--- config.mk ---
export PLATFORM = sky130hd
export DESIGN_NAME = rr_mux_arbiter_4
export DESIGN_NICKNAME = d
export VERILOG_FILES = /design/src/rtl/rr_mux_arbiter_pkg.sv /design/src/rtl/rr_mux_arbiter_4_pick.sv /design/src/rtl/rr_mux_arbiter_4.sv
export SDC_FILE = /design/constraint.sdc
export NUM_CORES = 1
export LEC_CHECK = 0
export CORE_MARGIN = 8
export CORE_UTILIZATION = 35
export CTS_BUF_LIST = sky130_fd_sc_hd__clkbuf_4 sky130_fd_sc_hd__clkbuf_8
export DETAILED_ROUTE_END_ITERATION = 16
export DONT_BUFFER_PORTS = 1
export PLACE_DENSITY = 0.55
export SLEW_MARGIN = 20
export SYNTH_ARGS = -nofsm -noshare
export SYNTH_HDL_FRONTEND = slang
export SYNTH_SLANG_ARGS = --single-unit
--- constraint.sdc ---
create_clock -name clk -period 2.1 [get_ports clk]
set_input_delay 0.42 -clock clk [delete_from_list [all_inputs] [get_ports clk]]
set_output_delay 0.42 -clock clk [all_outputs]
set_load 0.02 [all_outputs]
--- src/rtl/rr_mux_arbiter_pkg.sv ---
// Shared types and constants for the 4-requester round-robin mux arbiter.
//   arb_state_t : FSM encoding (IDLE = free to pick, LOCKED = packet in flight)
//   N_REQ       : number of requesters sharing the mux
//   req_idx_t   : requester index; 2 bits so +1 wraps 3 -> 0 for free
package rr_mux_arbiter_pkg;

  typedef enum logic {IDLE, LOCKED} arb_state_t;

  localparam int N_REQ = 4;

  typedef logic [1:0] req_idx_t;

endpackage

--- src/rtl/rr_mux_arbiter_4_pick.sv ---
// Purely combinational round-robin search: the first set bit of valid,
// scanning ptr, ptr+1, ptr+2, ptr+3 (mod 4).
// Ports:
//   valid : per-requester request bits
//   ptr   : highest-priority requester this cycle
//   found : some bit of valid is set
//   idx   : winning requester (equals ptr when found is low)
module rr_pick_4
  import rr_mux_arbiter_pkg::*;
(
  input  logic [N_REQ-1:0] valid,
  input  req_idx_t         ptr,
  output logic             found,
  output req_idx_t         idx
);

  req_idx_t probe;

  // Walk from the lowest-priority offset back to ptr so that the
  // highest-priority hit is the one written last.
  always_comb begin
    found = 1'b0;
    idx   = ptr;
    probe = ptr;
    for (int k = N_REQ - 1; k >= 0; k--) begin
      probe = ptr + req_idx_t'(k);
      if (valid[probe]) begin
        found = 1'b1;
        idx   = probe;
      end
    end
  end

endmodule

--- src/rtl/rr_mux_arbiter_4.sv ---
// Round-robin arbiter sharing one 4:1 data mux among four valid/ready
// requesters, feeding a single registered output channel. A granted
// requester keeps the mux until it sends a beat with in_last set, so
// multi-beat packets are never interleaved.
//
// Handshake: a beat moves on any channel when valid && ready in the same
// cycle. Producers hold valid/data/last until accepted; ready may depend on
// valid (in IDLE) but no output depends combinationally on in_data.
//
// Ports:
//   clk, rst_n : rising-edge clock, async active-low reset
//   in_valid   : per-requester valid (bit i = requester i)
//   in_last    : per-requester end-of-packet flag
//   in_data    : packed per-requester data, in_data[i] is requester i
//   in_ready   : per-requester ready, at most one bit high
//   out_valid  : output register holds a beat
//   out_data   : registered muxed data
//   out_last   : registered in_last of the forwarded beat
//   out_sel    : requester index of the beat in the output register
//   out_ready  : downstream accept
//   busy       : FSM is LOCKED (packet in progress) -- exposes the state
module rr_mux_arbiter_4
  import rr_mux_arbiter_pkg::*;
#(
  parameter int W = 4
) (
  input  logic                     clk,
  input  logic                     rst_n,
  input  logic [N_REQ-1:0]         in_valid,
  input  logic [N_REQ-1:0]         in_last,
  input  logic [N_REQ-1:0][W-1:0]  in_data,
  output logic [N_REQ-1:0]         in_ready,
  output logic                     out_valid,
  output logic [W-1:0]             out_data,
  output logic                     out_last,
  output req_idx_t                 out_sel,
  input  logic                     out_ready,
  output logic                     busy
);

  arb_state_t state, state_d;
  req_idx_t   ptr, ptr_d;
  req_idx_t   owner, owner_d;

  logic       cand_found;
  req_idx_t   cand;
  req_idx_t   sel_idx;
  logic       load_en;
  logic       xfer;
  logic       sel_last;
  logic [W-1:0] mux_data;

  rr_pick_4 u_pick (
    .valid (in_valid),
    .ptr   (ptr),
    .found (cand_found),
    .idx   (cand)
  );

  // One output register, no skid: accept only if it is empty or draining.
  assign load_en = !out_valid || out_ready;

  // While LOCKED only the owner is steered through the mux.
  assign sel_idx  = (state == LOCKED) ? owner : cand;
  assign sel_last = in_last[sel_idx];
  assign busy     = (state == LOCKED);

  always_comb begin
    if (sel_idx == 2'd0)      mux_data = in_data[0];
    else if (sel_idx == 2'd1) mux_data = in_data[1];
    else if (sel_idx == 2'd2) mux_data = in_data[2];
    else                      mux_data = in_data[3];
  end

  always_ff @(posedge clk or negedge rst_n) begin
    if (!rst_n) begin
      state <= IDLE;
      ptr   <= '0;
      owner <= '0;
    end else begin
      state <= state_d;
      ptr   <= ptr_d;
      owner <= owner_d;
    end
  end

  always_comb begin
    state_d  = state;
    ptr_d    = ptr;
    owner_d  = owner;
    in_ready = '0;
    xfer     = 1'b0;
    case (state)
      IDLE: begin
        if (cand_found && load_en) begin
          in_ready[cand] = 1'b1;
          xfer           = 1'b1;
          if (sel_last) begin
            ptr_d = cand + 2'd1;
          end else begin
            state_d = LOCKED;
            owner_d = cand;
          end
        end
      end
      LOCKED: begin
        // Ready to the owner regardless of its valid; other valids ignored.
        in_ready[owner] = load_en;
        xfer            = load_en && in_valid[owner];
        if (xfer && sel_last) begin
          state_d = IDLE;
          ptr_d   = owner + 2'd1;
        end
      end
      default: state_d = IDLE;
    endcase
  end

  always_ff @(posedge clk or negedge rst_n) begin
    if (!rst_n) begin
      out_valid <= 1'b0;
      out_data  <= '0;
      out_last  <= 1'b0;
      out_sel   <= '0;
    end else if (xfer) begin
      out_valid <= 1'b1;
      out_data  <= mux_data;
      out_last  <= sel_last;
      out_sel   <= sel_idx;
    end else if (out_ready) begin
      out_valid <= 1'b0;
    end
  end

endmodule

== After elaboration in Yosys (flattened, before gate mapping) ==
Cells that the tools add are included.

* Bits in registers: 13
* Bits of input ports: 27
* Output and inout bits: 13
* Logic and storage cells: 82

* $add $sub $neg: 5
* $lt $le $gt $ge: 9
* Eq/ne operators: 5
* Muxes and demuxes: 42
* Bitwise operators: 3
* Reduce and logical (&&, ||, !) cells: 11

{| class="wikitable"
|+ Operators with widths
! kind !! number
|-
| $lt A2 B3 Y1 const B || 7
|-
| $mux W1 || 18
|-
| $mux W2 || 8
|-
| $mux W4 || 4
|-
| $bmux W1 S2 || 6
|-
| $pmux W4 S2 || 1
|-
| $add A2 B1 Y2 const B || 3
|-
| $reduce_and A3 Y1 || 2
|-
| $logic_and A1 B1 Y1 || 5
|-
| $add A2 B2 Y2 const B || 2
|-
| $and A4 B4 Y4 || 1
|-
| $demux W1 S2 || 2
|-
| $ge A2 B1 Y1 const B || 2
|-
| $ne A2 B2 Y1 const B || 2
|-
| $pmux W1 S2 || 2
|-
| $pmux W2 S2 || 1
|-
| $eq A2 B1 Y1 const B || 1
|-
| $eq A2 B2 Y1 const B || 1
|-
| $logic_not A2 Y1 || 1
|-
| $ne A2 B1 Y1 const B || 1
|-
| $not A1 Y1 || 2
|-
| $reduce_bool A2 Y1 || 1
|-
| $logic_not A1 Y1 || 1
|-
| $logic_or A1 B1 Y1 || 1
|}

== Longest topological paths before layout ==
Gate-level depths: netlist of the first run.

* Depth after elaboration: 13
* Depth in mapped cells: 13
* Depth with buffers taken out: 11

== Cells and area by module ==
From an unflattened synthesis of the first run, not the netlist that was laid out.

* Cell total of the unflattened synthesis: 102
* Area total of the unflattened synthesis: 985.9 µm²

{| class="wikitable"
|+ Modules (own cells, without submodules)
! module !! times used !! cells an instance !! area an instance (µm²) !! seq. area each (µm²)
|-
| rr_mux_arbiter_4 || 1 || 86 || 885.8 || 325.3
|-
| rr_pick_4 || 1 || 16 || 100.1 || 0.0
|}

== Worst setup path before layout of the first run ==
Ideal clock, no wire load.

* Path kind: register to register
* From: register ptr[1]
* To: register out_data[2]
* Setup time: 0.135 ns
* Data arrival time: 2.073 ns
* Data required time: 1.965 ns
* Setup slack: -0.109 ns
* Stages on the path, launching flop included: 13
* Buffers on the path: 1
* Clock period less this slack: 2.209 ns
* Cell sequence: dfrtp_1 -> or3_1 -> o2111ai_2 -> a31o_4 -> inv_1 -> ha_1 -> clkbuf_1 -> mux2i_1 -> nor2_1 -> a21oi_1 -> nor2_1 -> a21oi_1 -> o21ai_0

* Longest elaborated chain between the ends: 12
* Elaborated cells between the ends (all ways): 29
* Those cells by class: 3 x add/sub; 2 x eq/ne; 22 x mux; 2 x reduce/logical

{| class="wikitable"
|+ Ends and longest elaborated chain
! item !! line !! RTL
|-
| from (decl) || rr_mux_arbiter_4.sv:42 || <nowiki>req_idx_t ptr, ptr_d;</nowiki>
|-
| from (signal assigned) || rr_mux_arbiter_4.sv:82 || <nowiki>ptr <= ptr_d;</nowiki>
|-
| $add A2 B2 Y2 || rr_mux_arbiter_4_pick.sv:26 || <nowiki>probe = ptr + req_idx_t'(k);</nowiki>
|-
| $bmux W1 S2 || rr_mux_arbiter_4_pick.sv:27 || <nowiki>if (valid[probe]) begin</nowiki>
|-
| $mux W1 (implied by the code) || rr_mux_arbiter_4_pick.sv:27 ||
|-
| $mux W2 (3 in series) || rr_mux_arbiter_4_pick.sv:27 ||
|-
| $mux W2 (*) || rr_mux_arbiter_4_pick.sv:27 ||
|-
| $mux W2 (*) || rr_mux_arbiter_4.sv:64 || <nowiki>assign sel_idx = (state == LOCKED) ? owner : cand;</nowiki>
|-
| named net sel_idx[1] || rr_mux_arbiter_4.sv:47 || <nowiki>req_idx_t sel_idx;</nowiki>
|-
| $eq A2 B2 Y1 || rr_mux_arbiter_4.sv:71 || <nowiki>else if (sel_idx == 2'd2) mux_data = in_data[2];</nowiki>
|-
| $mux W4 || rr_mux_arbiter_4.sv:71 ||
|-
| $mux W4 || rr_mux_arbiter_4.sv:70 || <nowiki>else if (sel_idx == 2'd1) mux_data = in_data[1];</nowiki>
|-
| $mux W4 (*) || rr_mux_arbiter_4.sv:69 || <nowiki>if (sel_idx == 2'd0) mux_data = in_data[0];</nowiki>
|-
| to (signal assigned) || rr_mux_arbiter_4.sv:127 || <nowiki>out_data <= mux_data;</nowiki>
|-
| to (decl) || rr_mux_arbiter_4.sv:34 || <nowiki>output logic [W-1:0] out_data,</nowiki>
|}

The timed path passes the listed nets; every way through them passes the cells marked *. The select of a mux whose other input is x is not followed.
A chain may end at the register's enable or synchronous reset.

== Worst setup path in the final report of the first run ==
* From: register ptr[1]
* To: output in_ready[0]

* Longest elaborated chain between the ends: 13
* Elaborated cells between the ends (all ways): 27
* Those cells by class: 3 x add/sub; 2 x order compare; 20 x mux; 2 x reduce/logical

{| class="wikitable"
|+ Ends and longest elaborated chain
! item !! line !! RTL
|-
| $add A2 B2 Y2 || rr_mux_arbiter_4_pick.sv:26 ||
|-
| $bmux W1 S2 || rr_mux_arbiter_4_pick.sv:27 ||
|-
| $mux W1 (implied by the code) || rr_mux_arbiter_4_pick.sv:27 ||
|-
| $mux W2 (4 in series) || rr_mux_arbiter_4_pick.sv:27 ||
|-
| $lt A2 B3 Y1 (implied by the code) or $ge A2 B1 Y1 (tied branches) || rr_mux_arbiter_4.sv:96 || <nowiki>in_ready[cand] = 1'b1;</nowiki>
|-
| $logic_and A1 B1 Y1 (implied by the code) || rr_mux_arbiter_4.sv:96 ||
|-
| $mux W1 (implied by the code) || rr_mux_arbiter_4.sv:96 ||
|-
| $demux W1 S2 || rr_mux_arbiter_4.sv:96 ||
|-
| $mux W4 (*) || rr_mux_arbiter_4.sv:95 || <nowiki>if (cand_found && load_en) begin</nowiki>
|-
| $pmux W4 S2 (*) || rr_mux_arbiter_4.sv:93 || <nowiki>case (state)</nowiki>
|-
| to (decl) || rr_mux_arbiter_4.sv:32 || <nowiki>output logic [N_REQ-1:0] in_ready,</nowiki>
|}

Mark *: on every way between the ends. The rest lies on a longest branch, timed or not. The select of a mux whose other input is x is not followed.

==> results of run 1 <==
==> what timing repair did <==
action	4_1_cts	5_1_grt
buffers inserted	8	5
resized for setup	17	5
endpoints found under the setup margin	8	14
hold buffers	1	0
hold endpoints to repair	13	0
pin swaps	8	4
gates cloned	0	0
==> state kept, by name, summed over array words and instances (netlist names) <==
register   count
out_data       4
out_sel        2
owner          2
ptr            2
busy           1
out_last       1
out_valid      1
==> cell usage after synthesis (all sizes together) <==
library cell   n
a31oi          2
o21ai          8
a21o           3
nor2          13
ha             3
clkbuf         2
o2111ai        1
o21a           1
or3            1
nand3          1
mux2i          6
a31o           1
o31ai          1
o41ai          1
buf            3
and2b          1
dfrtp         13
nand2         13
nor2b          1
nand2b         2
a21boi         1
a211oi         2
mux2           1
mux4           1
a32o           1
nor3           1
o32ai          3
nand3b         1
and2           2
o22ai          3
a21oi         13
nor3b          1
inv            7
==> layer usage <==
layer / share of wire / GRT usage / vias up
met5: 0 / 0 / -
met4: 0.0017 / 0.0205 / 0
met2: 0.49 / 0.196 / 31
met3: 0.085 / 0.0558 / 2
li1: - / - / 473
met1: 0.42 / 0.135 / 476
==> stage by stage <==
stage / hold WS, ns / cells / worst slack, ns
floorplan: 0.124 / 114 / -0.0267
global placement: 0.125 / 158 / 0.0211
detailed placement: 0.125 / 158 / -0.0185
CTS: 0.327 / 171 / -0.216
global route: 0.336 / 176 / -0.275
finish: 0.329 / 176 / -0.192
==> cell usage in the layout, fill, tap and decap left out, types with 2 or more instances in the layout <==
cell,Yosys,final
nand2_1,13,10
nand2b_1,2,2
o21ai_2,2,2
o32ai_2,0,3
o22ai_2,0,2
nand2_4,0,2
buf_4,1,24
mux2i_1,6,6
a21oi_1,13,13
a21o_1,2,2
o21ai_1,0,4
nor2_1,13,13
ha_1,3,2
clkbuf_4,0,4
dfrtp_1,13,12
inv_1,6,5
buf_6,0,6
inv_2,1,2
o21ai_0,6,2
==> area by class of cell <==
type | instances | area share
multi-input combinational | 89 | 0.506
inverter | 7 | 0.0186
tap | 31 | 0.0274
clock buffer | 4 | 0.0212
sequential | 13 | 0.231
timing repair buffer | 32 | 0.196
==> cell families (layout without fill, tap and decap cells) <==
family,count (synthesis),in the layout,share of synthesized area
compound gates,41,41,0.316
fa+ha+maj,3,3,0.0378
buf+inv,12,43,0.0504
flops,13,13,0.327
mux,8,8,0.0982
simple gates,37,37,0.170
==> how the worst min path moves through the flow <==
stage / end / slack [ns]
after CTS: out_data[0] / 0.33
after floorplan: busy / 0.12
after global routing: out_data[0] / 0.34
after detailed placement: out_sel[1] / 0.12
final: out_data[0] / 0.33
after global placement: out_sel[1] / 0.12
==> power breakdown <==
group	internal, uW	total (uW)	switching (uW)
sequential	381	592	210
clock	86.5	168	81.8
combinational	981	1940	961
total	1450	2700	1250
==> critical path, stage by stage, from the launching register on <==
cell     delay [ns]
dfrtp_2        0.42
mux2i_1        0.25
o32ai_2        0.12
o31ai_4        0.28
inv_2          0.11
buf_12         0.14
nand2_4        0.05
o32ai_2        0.07
buf_4          0.17
==> results.py, run 1 <==
metrics = {
    "placement": {
        "placed_cell_area_sq_mm": 0.00117,
        "globalplace.congestion": 0.881,
        "numPortBuffers": 0,
        "post-dp-hpwl_um": 2200,
    },
    "yosys": {
        "yosysTopAreaCell": "dfrtp_1",
        "ys_seq_area_frac": 0.327,
        "syn_area_sq_um": 993,
        "synth_seq_cells": 13,
        "avgSynthCellArea_sq_um": 8.71,
        "syn-instance-count": 114,
        "synth_top_area_frac": 0.327,
        "syn-num-nets": 144,
        "ys_warn_count": 0,
        "synth.distinct_cells": 40,
        "synth.area.top_cells": "dfrtp_1 (33%), a21oi_1 (6.5%), mux2i_1 (6.0%), nand2_1 (4.9%), nor2_1 (4.9%)",
    },
    "critical_path": {
        "rr_endpoint": "owner[1]",
        "startpoint": "ptr[1]",
        "cp.arrival_ns": 1.87,
        "cp-end-kind": "output port",
        "crit_path_end": "in_ready[0]",
        "r2r_start": "ptr[1]",
        "path_max_fanout": 6,
        "required_ns": 1.68,
        "ff2ff_setup_slack_ns": -0.16,
        "path_class": "reg -> out",
        "worstSetupStartpointType": "flop",
        "rr_worst_depth": 10,
    },
    "outcome": {
        "status": "finished, violations left",
        "violations": "setup timing",
    },
    "floorplanning": {
        "die_area_sq_mm": 0.00480,
        "initial_core_util": 0.363,
        "fp.dieW_um": 69.3,
        "core_sq_mm": 0.00273,
        "pin_count": 40,
        "dieHeight_um": 69.3,
        "rows": 19,
    },
    "sta": {
        "fin_ws_ns": -0.192,
        "tns_ns": -1.29,
        "worst_slew_pin_slew_ns": 0.587,
        "fmax_mhz": 436,
        "setup_viol": 13,
        "fin_crit_ns": 2.29,
        "rsz0062_at_grt": "true",
        "relSlewSlack": 0.608,
        "hold_viol": 0,
        "finalMaxSlewViolations": 0,
        "timing.final.crit_share": 1.09,
        "clock_skew_ns": 0.00918,
    },
    "detailed_routing": {
        "route.detailed.drc": 0,
        "detail-route-antenna-nets": 0,
        "wl_um": 2970,
        "vias": 982,
        "drtIter0Drc": 29,
        "first_pass_iters": 4,
        "avgRoutedWirePerCell_um": 16.9,
        "vias_per_cell": 5.58,
    },
    "cts": {
        "clk_latency_ns": 0.28,
        "clockRootBuffer": "clkbuf_4",
        "clk_pin_slew_ns": 0.08,
        "cts_tree": "yes",
        "cts_sinks": 13,
        "cts_buffers": 3,
        "htreeDepth": 1,
        "cts_buffer_depth": 2,
    },
    "cells_and_area": {
        "final_util": 0.518,
        "nets": 176,
        "fillers": 249,
        "diodes": 0,
        "seqCellArea_sq_um": 327,
        "multiInputGateArea_sq_um": 716,
        "stdcell_area_sq_mm": 0.00142,
        "drive_gt1_frac": 0.421,
        "area_growth_pct": 42.4,
    },
    "grt": {
        "antenna_found_initial": 0,
        "grt_overflow": 0,
        "grt_max_degree": 14,
        "grt_pass1_vias": 1024,
        "grt_pass1_wl_um": 4840,
        "grt.total_usage": 0.118,
    },
    "hold_path": {
        "hold_start": "in_data[0]",
        "min_path_cells": 2,
        "holdCritPathClass": "in -> reg",
    },
    "power_and_ir_drop": {
        "peakVddDrop_mv": 1.02,
        "leakagePower_uw": 0.000643,
        "power.total_uw": 2700,
        "power_density_mw_per_mm2": 1910,
    },
    "flow_run": {
        "max_cap_viol_count": 0,
    },
}
(Power assumes the default switching activity.)
==> inputs of run 2 (changes only) <==
ABC_AREA = 1   (was not set)
HOLD_SLACK_MARGIN = 0.06   (was not set)
==> run 2 against run 1 <==
Compared with the run above: the flow still finishes with violations (setup timing); via count is 24% higher; synthesized area is 17% higher; register-to-register slack worse by 0.02 ns; largest cell class unchanged.
==> results.py, run 2 <==
metrics = {
    "outcome": {
        "status": "finished, violations left",
        "violations": "setup timing",
    },
    "placement": {
        "post-dp-hpwl_um": 2620,
        "globalplace.congestion": 0.834,
        "pre_cts_ws_ns": -0.217,
        "numPortBuffers": 0,
    },
    "critical_path": {
        "path_max_fanout": 5,
        "worstSetupStartpointType": "flop",
        "rr_worst_depth": 17,
        "rr_endpoint": "out_data[2]",
        "ff2ff_setup_slack_ns": -0.18,
        "required_ns": 1.68,
        "cp.arrival_ns": 1.91,
        "r2r_start": "ptr[0]",
        "path_class": "reg -> out",
        "cp-end-kind": "output port",
    },
    "detailed_routing": {
        "vias": 1221,
        "drtIter0Drc": 58,
        "avgRoutedWirePerCell_um": 13.8,
        "wl_um": 3490,
        "vias_per_cell": 4.83,
        "first_pass_iters": 4,
        "detail-route-antenna-nets": 0,
        "route.detailed.drc": 0,
    },
    "cts": {
        "htreeDepth": 1,
        "cts_tree": "yes",
        "cts_sinks": 13,
        "clk_latency_ns": 0.26,
        "clockRootBuffer": "clkbuf_4",
        "cts_buffers": 3,
        "cts_buffer_depth": 2,
        "clk_pin_slew_ns": 0.08,
    },
    "yosys": {
        "ys_warn_count": 0,
        "synthArstFlopShare": 1.00,
        "yosysTopAreaCell": "dfrtp_1",
        "syn-instance-count": 173,
        "synth_top_area_frac": 0.279,
        "syn-num-nets": 203,
        "synth_flop_cell": "dfrtp_1",
        "syn_area_sq_mm": 0.00116,
        "yosysMostFrequentCell": "nand2_1",
        "yosys-top-cells-count": "nand2_1 (65), nand3_1 (19), inv_1 (18)",
        "synth.distinct_cells": 21,
        "synth_edf_count": 0,
        "synth_seq_cells": 13,
        "avgSynthCellArea_sq_um": 6.73,
        "synth.area.top_cells": "dfrtp_1 (28%), nand2_1 (21%), nand3_1 (8.2%), nand3_2 (6.0%), nand2_2 (5.9%)",
        "ys_seq_area_frac": 0.279,
    },
    "grt": {
        "grt_overflow": 0,
        "antenna_found_initial": 0,
        "grt_pass1_wl_um": 5310,
        "grt.total_usage": 0.121,
        "grt_max_degree": 14,
        "grt_pass1_vias": 1235,
    },
    "floorplanning": {
        "die_area_sq_mm": 0.00543,
        "pin_count": 40,
        "fp.dieW_um": 73.7,
        "core_sq_mm": 0.00326,
        "initial_core_util": 0.358,
        "rows": 21,
        "dieHeight_um": 73.7,
    },
    "hold_path": {
        "hold_start": "in_data[3]",
        "min_to": "out_data[3]",
        "holdCritPathClass": "in -> reg",
        "min_path_cells": 4,
    },
    "cells_and_area": {
        "largest_reg_flops": 4,
        "final_util": 0.510,
        "diodes": 0,
        "regMostFlops": "out_data",
        "final_common_cell": "nand2_1",
        "drive_gt1_frac": 0.454,
        "fillers": 331,
        "final_cell_mix": "nand2_1 (51), buf_4 (27), nand2_2 (20)",
        "nets": 238,
        "area_growth_pct": 42.7,
    },
    "sta": {
        "fin_crit_ns": 2.33,
        "worst_slew_pin_slew_ns": 0.556,
        "fin_ws_ns": -0.230,
        "hold_viol": 0,
        "worst_hold_slack_ns": 0.373,
        "timing.final.crit_share": 1.11,
        "rsz0062_at_grt": "true",
        "relSlewSlack": 0.628,
        "finalMaxSlewViolations": 0,
        "setup_viol": 10,
        "tns_ns": -1.44,
        "clock_skew_ns": 0.00576,
        "fmax_mhz": 429,
    },
    "power_and_ir_drop": {
        "power.total_uw": 3450,
        "power_density_mw_per_mm2": 2070,
        "leakagePower_uw": 0.000866,
        "peakVddDrop_mv": 0.706,
    },
    "flow_run": {
        "max_cap_viol_count": 0,
    },
}
-- run 2: cell count changes in the layout (fill, tap and decap cells not counted), moves of 11 or more --
cell / previous run / this run
nand2_1: 10 / 51
nand2_2: 1 / 20
nand3_1: 1 / 12
nand3_2: 0 / 11
-- run 2: metrics by stage --
stage                     instance area [sq um]  instances
after CTS                                  1520        249
after detailed placement                   1390        239
after global placement                     1390        239
after global routing                       1660        253
after floorplan                            1180        173
final                                      1660        253
-- run 2: what timing repair did --
| item | 4_1_cts | 5_1_grt |
|---|---|---|
| hold buffers | 1 | 0 |
| pin swaps | 6 | 20 |
| endpoints found under the hold margin | 13 | 0 |
| resized for setup | 17 | 27 |
| buffers inserted | 5 | 6 |
| endpoints found under the setup margin | 8 | 14 |
-- run 2: worst max path at each step --
stage	cells after the start	slack (ns)	startpoint	endpoint
floorplan	16	-0.02	ptr[0]	out_data[0]
global placement	16	-0.19	ptr[0]	out_data[2]
detailed placement	16	-0.22	ptr[0]	out_data[2]
CTS	17	-0.18	ptr[0]	out_data[2]
global route	17	-0.35	ptr[0]	out_data[2]
finish	13	-0.23	ptr[0]	in_ready[3]
-- run 2: where the power goes --
group / switching [uW] / internal (uW)
combinational: 1530 / 1170
sequential: 208 / 382
clock: 70.9 / 86.2
total: 1810 / 1640
-- run 2: worst max-delay path, stage by stage, from the launching register on --
cell,delay (ns)
dfrtp_2,0.44
buf_6,0.14
nand2_2,0.09
nand3_2,0.10
nand2_2,0.10
clkinv_2,0.06
nand2_2,0.07
nand2_4,0.07
nand2_4,0.06
nand2_4,0.06
nand2_2,0.08
nand2_2,0.08
o22ai_1,0.13
buf_4,0.16
-- run 2: area by class of cell --
type                            count  area (sq um)  area share
Multi-Input combinational cell    135           902       0.543
Sequential cell                    13           328       0.197
Timing Repair Buffer               32           258       0.155
Inverter                           23          87.6      0.0527
Tap cell                           46          57.6      0.0346
Clock buffer                        4          30.0      0.0181
-- run 2: cells by family (layout without fill, tap and decap cells) --
kind of cell | count (synthesis) | count (layout) | synth area share
adder cells (fa/ha/maj) | 3 | 3 | 0.0322
multiplexers | 8 | 8 | 0.0730
flip-flops | 13 | 13 | 0.279
AND/OR/NAND/NOR | 107 | 107 | 0.445
buffers and inverters | 25 | 59 | 0.0881
AO/OA/AOI/OAI | 17 | 17 | 0.0827
-- run 2: metal layers --
metal  part of all wire  track usage  up-vias
li1                   -            -      627
met1               0.41        0.137      555
met2               0.51        0.215       31
met3              0.068       0.0341        8
met4              0.015       0.0310        0
met5                  0            0        -
